<file path="config.mk">
export PLATFORM = sky130hd
export DESIGN_NAME = sequence_generator
export DESIGN_NICKNAME = d
export VERILOG_FILES = /design/src/rtl/sequence_generator.sv
export SDC_FILE = /design/constraint.sdc
export NUM_CORES = 1
export LEC_CHECK = 0
export BUFFER_PORTS_ARGS = -buffer_cell sky130_fd_sc_hd__buf_2
export CAP_MARGIN = 0
export CELL_PAD_IN_SITES_DETAIL_PLACEMENT = 0
export CELL_PAD_IN_SITES_GLOBAL_PLACEMENT = 1
export CORE_ASPECT_RATIO = 0.8
export CORE_UTILIZATION = 46
export CTS_BUF_LIST = sky130_fd_sc_hd__clkbuf_4 sky130_fd_sc_hd__clkbuf_8
export CTS_CLUSTER_SIZE = 20
export DETAILED_ROUTE_END_ITERATION = 10
export PLACE_DENSITY = 0.94
export SLEW_MARGIN = 10
export SYNTH_ARGS = -nofsm -noshare
export SYNTH_HDL_FRONTEND = slang
export SYNTH_SLANG_ARGS = --single-unit
</file>
<file path="constraint.sdc">
create_clock -name clk -period 2.9 [get_ports clk]
set_clock_uncertainty 0.15 [all_clocks]
set_input_delay 0.145 -clock clk [delete_from_list [all_inputs] [get_ports clk]]
set_output_delay 0.145 -clock clk [all_outputs]
set_load 0.02 [all_outputs]
</file>
<file path="src/rtl/sequence_generator.sv">
// -----------------------------------------------------------------------------
// sequence_generator
//
// Serial pattern transmitter. Parallel words are accepted over a valid/ready
// handshake and shifted out one bit per clock, MSB first. When the macro
// SEQGEN_PREAMBLE_EN is defined, every word is prefixed with the 4-bit sync
// preamble 1101. A shadow tracker counts the non-overlapping 1101 matches in
// the emitted stream, so the count can be set against the receive-side
// detector directly.
//
// Parameters:
//   WIDTH        payload bits per word (>= 4)
//   CNT_W        width of match_count
//
// Ports:
//   clk          single clock, rising edge
//   rst          synchronous active-high reset
//   load_valid   load_data is valid
//   load_ready   block can accept a word this cycle (decoded from state only)
//   load_data    word to transmit, bit WIDTH-1 sent first
//   out          serial bit
//   out_valid    out carries a preamble or payload bit
//   busy         transmit FSM is not idle
//   done         high while the last payload bit is on out
//   match_count  saturating count of 1101 matches since reset
//
// Configuration macro: SEQGEN_PREAMBLE_EN (undefined = no preamble).
// -----------------------------------------------------------------------------
//
// Transmit FSM
//   state  | meaning
//   -------+-----------------------------------------------------------
//   S_IDLE | nothing on out; waiting for a word
//   S_PRE  | preamble bit pre_cnt_q is on out (down-count 3..0)
//   S_DATA | payload bit bit_cnt_q is on out (0 = MSB)
//
// Shadow tracker
//   state  | meaning
//   -------+-----------------------------------------------------------
//   M0     | no useful prefix seen
//   M1     | "1" seen
//   M2     | "11" seen
//   M3     | "110" seen
// -----------------------------------------------------------------------------

module sequence_generator #(
    parameter int WIDTH = 16,
    parameter int CNT_W = 8
) (
    input  logic             clk,
    input  logic             rst,
    input  logic             load_valid,
    output logic             load_ready,
    input  logic [WIDTH-1:0] load_data,
    output logic             out,
    output logic             out_valid,
    output logic             busy,
    output logic             done,
    output logic [CNT_W-1:0] match_count
);

    localparam int BW = $clog2(WIDTH);
    localparam logic [BW-1:0] LAST_BIT = BW'(WIDTH - 1);

`ifdef SEQGEN_PREAMBLE_EN
    // Indexed by the preamble down-counter: index 3 goes out first.
    localparam logic [3:0] PREAMBLE = 4'b1101;

    typedef enum logic [1:0] {
        S_IDLE = 2'd0,
        S_PRE  = 2'd1,
        S_DATA = 2'd2
    } tx_state_t;
`else
    typedef enum logic [1:0] {
        S_IDLE = 2'd0,
        S_DATA = 2'd2
    } tx_state_t;
`endif

    typedef enum logic [1:0] {
        M0 = 2'd0,
        M1 = 2'd1,
        M2 = 2'd2,
        M3 = 2'd3
    } trk_state_t;

    tx_state_t        state_q;
    tx_state_t        state_n;
    logic [BW-1:0]    bit_cnt_q;
    logic [BW-1:0]    bit_cnt_n;
    logic [WIDTH-1:0] shift_q;
    logic [WIDTH-1:0] shift_n;
`ifdef SEQGEN_PREAMBLE_EN
    logic [1:0]       pre_cnt_q;
    logic [1:0]       pre_cnt_n;
`endif

    logic             last_bit;
    logic             accept;
    logic             out_n;
    logic             out_valid_n;
    logic             busy_n;
    logic             done_n;

    trk_state_t       trk_q;
    trk_state_t       trk_n;
    logic             match_inc;

    // -------------------------------------------------------------------------
    // Handshake: ready depends only on the registered state, so a word offered
    // during the last payload bit is taken without a gap.
    // -------------------------------------------------------------------------
    assign last_bit   = (state_q == S_DATA) && (bit_cnt_q == LAST_BIT);
    assign load_ready = (state_q == S_IDLE) || last_bit;
    assign accept     = load_valid && load_ready;

    // -------------------------------------------------------------------------
    // Transmit FSM: next state
    // -------------------------------------------------------------------------
    always_comb begin
        state_n   = state_q;
        bit_cnt_n = bit_cnt_q;
        shift_n   = shift_q;
`ifdef SEQGEN_PREAMBLE_EN
        pre_cnt_n = pre_cnt_q;
`endif

        // accept can only be true in S_IDLE or in the last payload bit, so it
        // takes priority over the per-state behaviour below.
        if (accept) begin
            shift_n   = load_data;
            bit_cnt_n = '0;
`ifdef SEQGEN_PREAMBLE_EN
            state_n   = S_PRE;
            pre_cnt_n = 2'd3;
`else
            state_n   = S_DATA;
`endif
        end else begin
            case (state_q)
                S_IDLE: begin
                    state_n = S_IDLE;
                end
`ifdef SEQGEN_PREAMBLE_EN
                S_PRE: begin
                    // The word's MSB is already in shift_q[WIDTH-1], so the
                    // hand-over to S_DATA needs no shift.
                    if (pre_cnt_q == 2'd0) begin
                        state_n = S_DATA;
                    end else begin
                        pre_cnt_n = pre_cnt_q - 2'd1;
                    end
                end
`endif
                S_DATA: begin
                    if (last_bit) begin
                        state_n = S_IDLE;
                    end else begin
                        bit_cnt_n = bit_cnt_q + BW'(1);
                        shift_n   = {shift_q[WIDTH-2:0], 1'b0};
                    end
                end
                default: begin
                    state_n = S_IDLE;
                end
            endcase
        end
    end

    // -------------------------------------------------------------------------
    // Output decode from the next state, so every output is a flop that shows
    // the bit belonging to the state being entered.
    // -------------------------------------------------------------------------
    always_comb begin
        out_n       = 1'b0;
        out_valid_n = (state_n != S_IDLE);
        busy_n      = (state_n != S_IDLE);
        done_n      = (state_n == S_DATA) && (bit_cnt_n == LAST_BIT);
        case (state_n)
`ifdef SEQGEN_PREAMBLE_EN
            S_PRE:   out_n = PREAMBLE[pre_cnt_n];
`endif
            S_DATA:  out_n = shift_n[WIDTH-1];
            default: out_n = 1'b0;
        endcase
    end

    always_ff @(posedge clk) begin
        if (rst) begin
            state_q   <= S_IDLE;
            bit_cnt_q <= '0;
            shift_q   <= '0;
`ifdef SEQGEN_PREAMBLE_EN
            pre_cnt_q <= 2'd0;
`endif
            out       <= 1'b0;
            out_valid <= 1'b0;
            busy      <= 1'b0;
            done      <= 1'b0;
        end else begin
            state_q   <= state_n;
            bit_cnt_q <= bit_cnt_n;
            shift_q   <= shift_n;
`ifdef SEQGEN_PREAMBLE_EN
            pre_cnt_q <= pre_cnt_n;
`endif
            out       <= out_n;
            out_valid <= out_valid_n;
            busy      <= busy_n;
            done      <= done_n;
        end
    end

    // -------------------------------------------------------------------------
    // Shadow 1101 tracker. It watches the registered serial output, so a match
    // is counted on the edge after the 4th pattern bit is on out. Idle cycles
    // freeze it, letting a pattern span word boundaries and gaps.
    // -------------------------------------------------------------------------
    always_comb begin
        trk_n     = trk_q;
        match_inc = 1'b0;
        if (out_valid) begin
            case (trk_q)
                M0: trk_n = out ? M1 : M0;
                M1: trk_n = out ? M2 : M0;
                M2: trk_n = out ? M2 : M3;
                M3: begin
                    // Non-overlapping: a completed match restarts from scratch.
                    trk_n     = M0;
                    match_inc = out;
                end
                default: trk_n = M0;
            endcase
        end
    end

    always_ff @(posedge clk) begin
        if (rst) begin
            trk_q       <= M0;
            match_count <= '0;
        end else begin
            trk_q <= trk_n;
            if (match_inc && (match_count != {CNT_W{1'b1}})) begin
                match_count <= match_count + CNT_W'(1);
            end
        end
    end

endmodule

</file>
; ---- After elaboration in Yosys (flattened, before gate mapping)
; Index checks and enable logic that the tools add are counted.
[word_totals]
regBits = 35
elab_cells = 47
inputBits = 19
out_inout_bits = 13
[op_classes]
bitwise = 1
n_eq_ne = 9
muxes = 15
n_reduce_logical = 11
addsub = 2
[op_table]
columns = operator, count
row1 = $mux W16, 3
row2 = $mux W4, 3
row3 = $add A8 B1 Y8 const B, 1
row4 = $eq A2 B2 Y1 const B, 4
row5 = $eq A4 B4 Y1 const B, 2
row6 = $mux W2, 4
row7 = $ne A8 B8 Y1 const B, 1
row8 = $pmux W2 S4, 1
row9 = $add A4 B1 Y4 const B, 1
row10 = $logic_and A1 B1 Y1, 4
row11 = $logic_not A2 Y1, 2
row12 = $mux W1, 4
row13 = $reduce_bool A2 Y1, 2
row14 = $eq A2 B1 Y1 const B, 1
row15 = $ne A2 B1 Y1 const B, 1
row16 = $reduce_and A2 Y1, 1
row17 = $reduce_or A2 Y1, 1
row18 = $logic_or A1 B1 Y1, 1
row19 = $not A1 Y1, 1

; ---- Longest topological paths before layout
[depth]
ltp_word = 8
ltp_mapped = 6

; ---- Least setup slack after synthesis
; Ideal clock, no wire load.
[synth_path]
kind = reg-to-reg
startpoint = reg match_count[0]
endpoint = reg match_count[1]
period_less_slack_ns = 1.635
path_stages_with_launch = 6
setup_slack_ns = 1.265
setup_ns = 0.128
t_required_ns = 2.622
arrival_ns = 1.357
cell_sequence = dfxtp_1 > ha_1 > nand3_1 > o21ai_1 > mux2i_1 > nor2_1
[synth_via]
elab_chain_cells = 2
[synth_rtl]
columns = element, line_no
row1 = from (decl), 59  ; output logic [CNT_W-1:0] match_count
row2 = from (signal assigned), 245  ; match_count <= match_count + CNT_W'(1);
row3 = "parallel branches: the longest is 2 deep, another holds $add A8 B1 Y8", --
; Parallel ways; which one is timed is not known.
; A chain may end at the register's enable or synchronous reset.

; ---- Worst setup path after layout
[layout_path]
startpoint = reg bit_cnt_q[0]
endpoint = reg done
[layout_via]
elab_chain_cells = 7
[layout_rtl]
columns = element, line_no
row1 = from (decl), 90  ; logic [BW-1:0] bit_cnt_q;
row2 = from (signal assigned), 203  ; bit_cnt_q <= bit_cnt_n;
row3 = "parallel branches: the longest is 6 deep, another holds $add A4 B1 Y4", --
row4 = $logic_and A1 B1 Y1 *, 179  ; done_n = (state_n == S_DATA) && (bit_cnt_n == LAST_BIT);
row5 = to (signal assigned), 211  ; done <= done_n;
row6 = to (decl), 58  ; output logic done,
; Mark *: on every way between the ends.

==> results.json <==
{
  "status": "completed",
  "leakage_nw": 0.913,
  "clockBufferDepth": 2,
  "pre_cts_ws_ns": 0.844,
  "period_needed_ns": 2.09,
  "synth-seq-cells": 34,
  "swShare_pct": 22.9,
  "viasPerCell": 5.15,
  "die_area_um2": 3640,
  "yosysMostFrequentCell": "dfxtp_1",
  "cts_tree": "built",
  "cap_violations": 0,
  "path_clk_slew_ns": 0.06,
  "whs_ns": 0.0219,
  "placed_area_um2": 1720,
  "die_h_um": 54.2,
  "areaGrowthSynthToFinish_pct": 25.5,
  "switchingPower_mw": 0.216,
  "fin_crit_sh_pct": 71.9,
  "pwr-share-comb_pct": 8.8,
  "nets": 222,
  "initial_core_util_pct": 49.3,
  "hold_path_class": "input port to register",
  "routed_wl_mm": 2.95,
  "ys_top_cells_by_area": "dfxtp_1 (43%), mux2i_1 (10%), o2bb2ai_1 (7.8%), and2_1 (6.0%), xor2_1 (4.5%)",
  "fillers": 258,
  "diodes": 0,
  "slew_viol_final": 0,
  "grt_pass1_vias": 1120,
  "grtUsageTotal_pct": 18.3,
  "avgSynthCellArea_um2": 9.91,
  "fp-row-count": 18,
  "worst_pin_slew_ns": 0.574,
  "synth_top_area_share_pct": 43.5,
  "cts_buffers": 5,
  "synth_edf_count": 0,
  "layout-drive-gt1-share_pct": 23.3,
  "multi_input_area_um2": 831,
  "clkPwrFrac_pct": 39.2,
  "setup_viol": 0,
  "die_x_um": 67.2,
  "core_area_um2": 3180,
  "crit_fanout": 22,
  "dp_hpwl_mm": 1.90,
  "synthesis.nets": 179,
  "ys_seq_area_share_pct": 43.5,
  "drt_pass1_iterations": 4,
  "yosysUniqueCellTypes": 38,
  "pwr-share-seq_pct": 52.0,
  "dr.first_iter.drc_count": 54,
  "ant_nets": 0,
  "seq_area_um2": 681,
  "cts_root_buf": "clkbuf_8",
  "end_kind": "register",
  "dr_total_vias": 1247,
  "synth_ff_type": "dfxtp_1",
  "power_density_nw_per_um2": 479,
  "ios": 32,
  "stdcell_area_um2": 1970,
  "io_buffers": 31,
  "path_cells": "ha_1 -> nand3_1 -> nand2_2 -> or4b_1 -> nor3_2",
  "cts_htree_levels": 2,
  "yosysTopAreaCell": "dfxtp_1",
  "grt_max_degree": 31,
  "drc_errors": 0,
  "hold_buffers": 15,
  "hold_violations": 0,
  "cts.repair.resized": 0,
  "yosysWarnings": 0,
  "cpMaxStageDelayCell": "or4b_1",
  "p_int_mw": 0.726,
  "synth_cells": 158,
  "clk_latency_ns": 0.29,
  "grt_overflow_total": 0,
  "path_class": "register to register",
  "path_buf_inv": 0,
  "avgRoutedWirePerCell_um": 12.2,
  "max_freq_ghz": 0.479,
  "synth_area_um2": 1570,
  "synthTopCellsByCount": "dfxtp_1 (34), mux2i_1 (16), and2_1 (15)",
  "grt_pass1_wl_mm": 4.73,
  "cp.arrival_ns": 2.16,
  "antenna_found_initial": 0,
  "setup_ws_ns": 0.814,
  "gp_congestion": 0.755,
  "startpoint_type": "register",
  "slew-limit-headroom_pct": 61.7,
  "postSynth.asyncResetShare_pct": 0,
  "crit_required_ns": 2.97,
  "ir_worst_vdd_mv": 0.334,
  "cp_slowest_stage_delay_ns": 0.61,
  "critical-path-top-delay-family": "simple AND/OR/NAND/NOR gates",
  "postCtsSetupBuffers": 0,
  "cts.sinks": 34,
  "fin_setup_tns_ns": 0,
  "rsz0062_at_grt": "no"
}
-- routing by layer --
metal  vias to the layer above  GRT usage [%]  wire length, um
li1                        650              -                -
met1                       561           20.7             1430
met2                        27           30.2             1340
met3                         9           6.99              118
met4                         0           9.57               64
met5                         -              0                0
-- state kept, by name, indices dropped and copies added (netlist names), named ones only --
signal and count:
match_count 8, done 1, busy 1, bit_cnt_q 4
out 1, state_q 2, trk_q 1, shift_q 15
-- cell usage in the layout, fill, tap and decap left out, types with 2 or more instances in the layout --
master	n
dfxtp_1	34
nand2b_1	2
nand2_1	6
and4_1	2
o211ai_1	2
nor3_1	2
a21oi_1	6
o2bb2ai_1	14
nor2_1	13
clkbuf_8	6
ha_1	2
o2111ai_1	2
dlygate4sd3_1	15
nand3_1	3
buf_2	31
mux2i_1	16
xor2_1	8
and3_1	2
and2_1	15
-- cell families (layout without fill, tap and decap cells) --
| group | count (synthesis) | in the layout | share of synthesized area [%] |
|---|---|---|---|
| AND/OR/NAND/NOR | 53 | 53 | 19.6 |
| buffers and inverters | 11 | 55 | 3.51 |
| adder cells (fa/ha/maj) | 2 | 2 | 1.60 |
| multiplexers | 17 | 17 | 10.9 |
| XOR/XNOR | 8 | 8 | 4.47 |
| AO/OA/AOI/OAI | 32 | 32 | 16.2 |
| other | 1 | 1 | 0.239 |
| flip-flops | 34 | 34 | 43.5 |
-- worst reg2reg max path, delay by kind of cell (launching register included) --
| family | cells | cell delay [ns] |
|---|---|---|
| adder cells (fa/ha/maj) | 1 | 0.25 |
| flip-flops | 1 | 0.35 |
| AND/OR/NAND/NOR | 4 | 1.27 |
-- worst paths after layout --
| check | start | to | slack [ns] | cells past startpoint |
|---|---|---|---|---|
| worst max register to register | bit_cnt_q[0] | done | 0.81 | 5 |
| worst max-delay path | bit_cnt_q[0] | done | 0.81 | 5 |
| worst min register to register | register | register | 0.35 | 2 |
| worst min-delay path | load_data[15] | out | 0.02 | 3 |
-- power groups by stage --
stage / logic, mW / clock network (mW) / registers, mW
6_report: 0.0828 / 0.370 / 0.490
3_3_place_gp: 0.0663 / 0 / 0.499
5_1_grt: 0.0912 / 0.404 / 0.492
4_1_cts: 0.0831 / 0.380 / 0.490
3_5_place_dp: 0.0678 / 0 / 0.500
2_1_floorplan: 0.0470 / 0 / 0.500
-- per-stage QoR --
step	std cells	total power [mW]	util (%)
after floorplan	158	0.547	-
after global placement	219	0.566	54.2
after detailed placement	219	0.568	54.2
after CTS	242	0.952	61.9
after global routing	242	0.986	61.9
final	242	0.942	61.9
-- area by class of cell --
| type | count | area share [%] |
|---|---|---|
| Inverter | 1 | 0.191 |
| Sequential cell | 34 | 34.6 |
| Multi-Input combinational cell | 113 | 42.3 |
| Clock buffer | 7 | 4.58 |
| Timing Repair Buffer | 46 | 15.5 |
| Clock inverter | 1 | 0.255 |
| Tap cell | 40 | 2.55 |
Note: power is estimated with default switching activity, not from simulation.
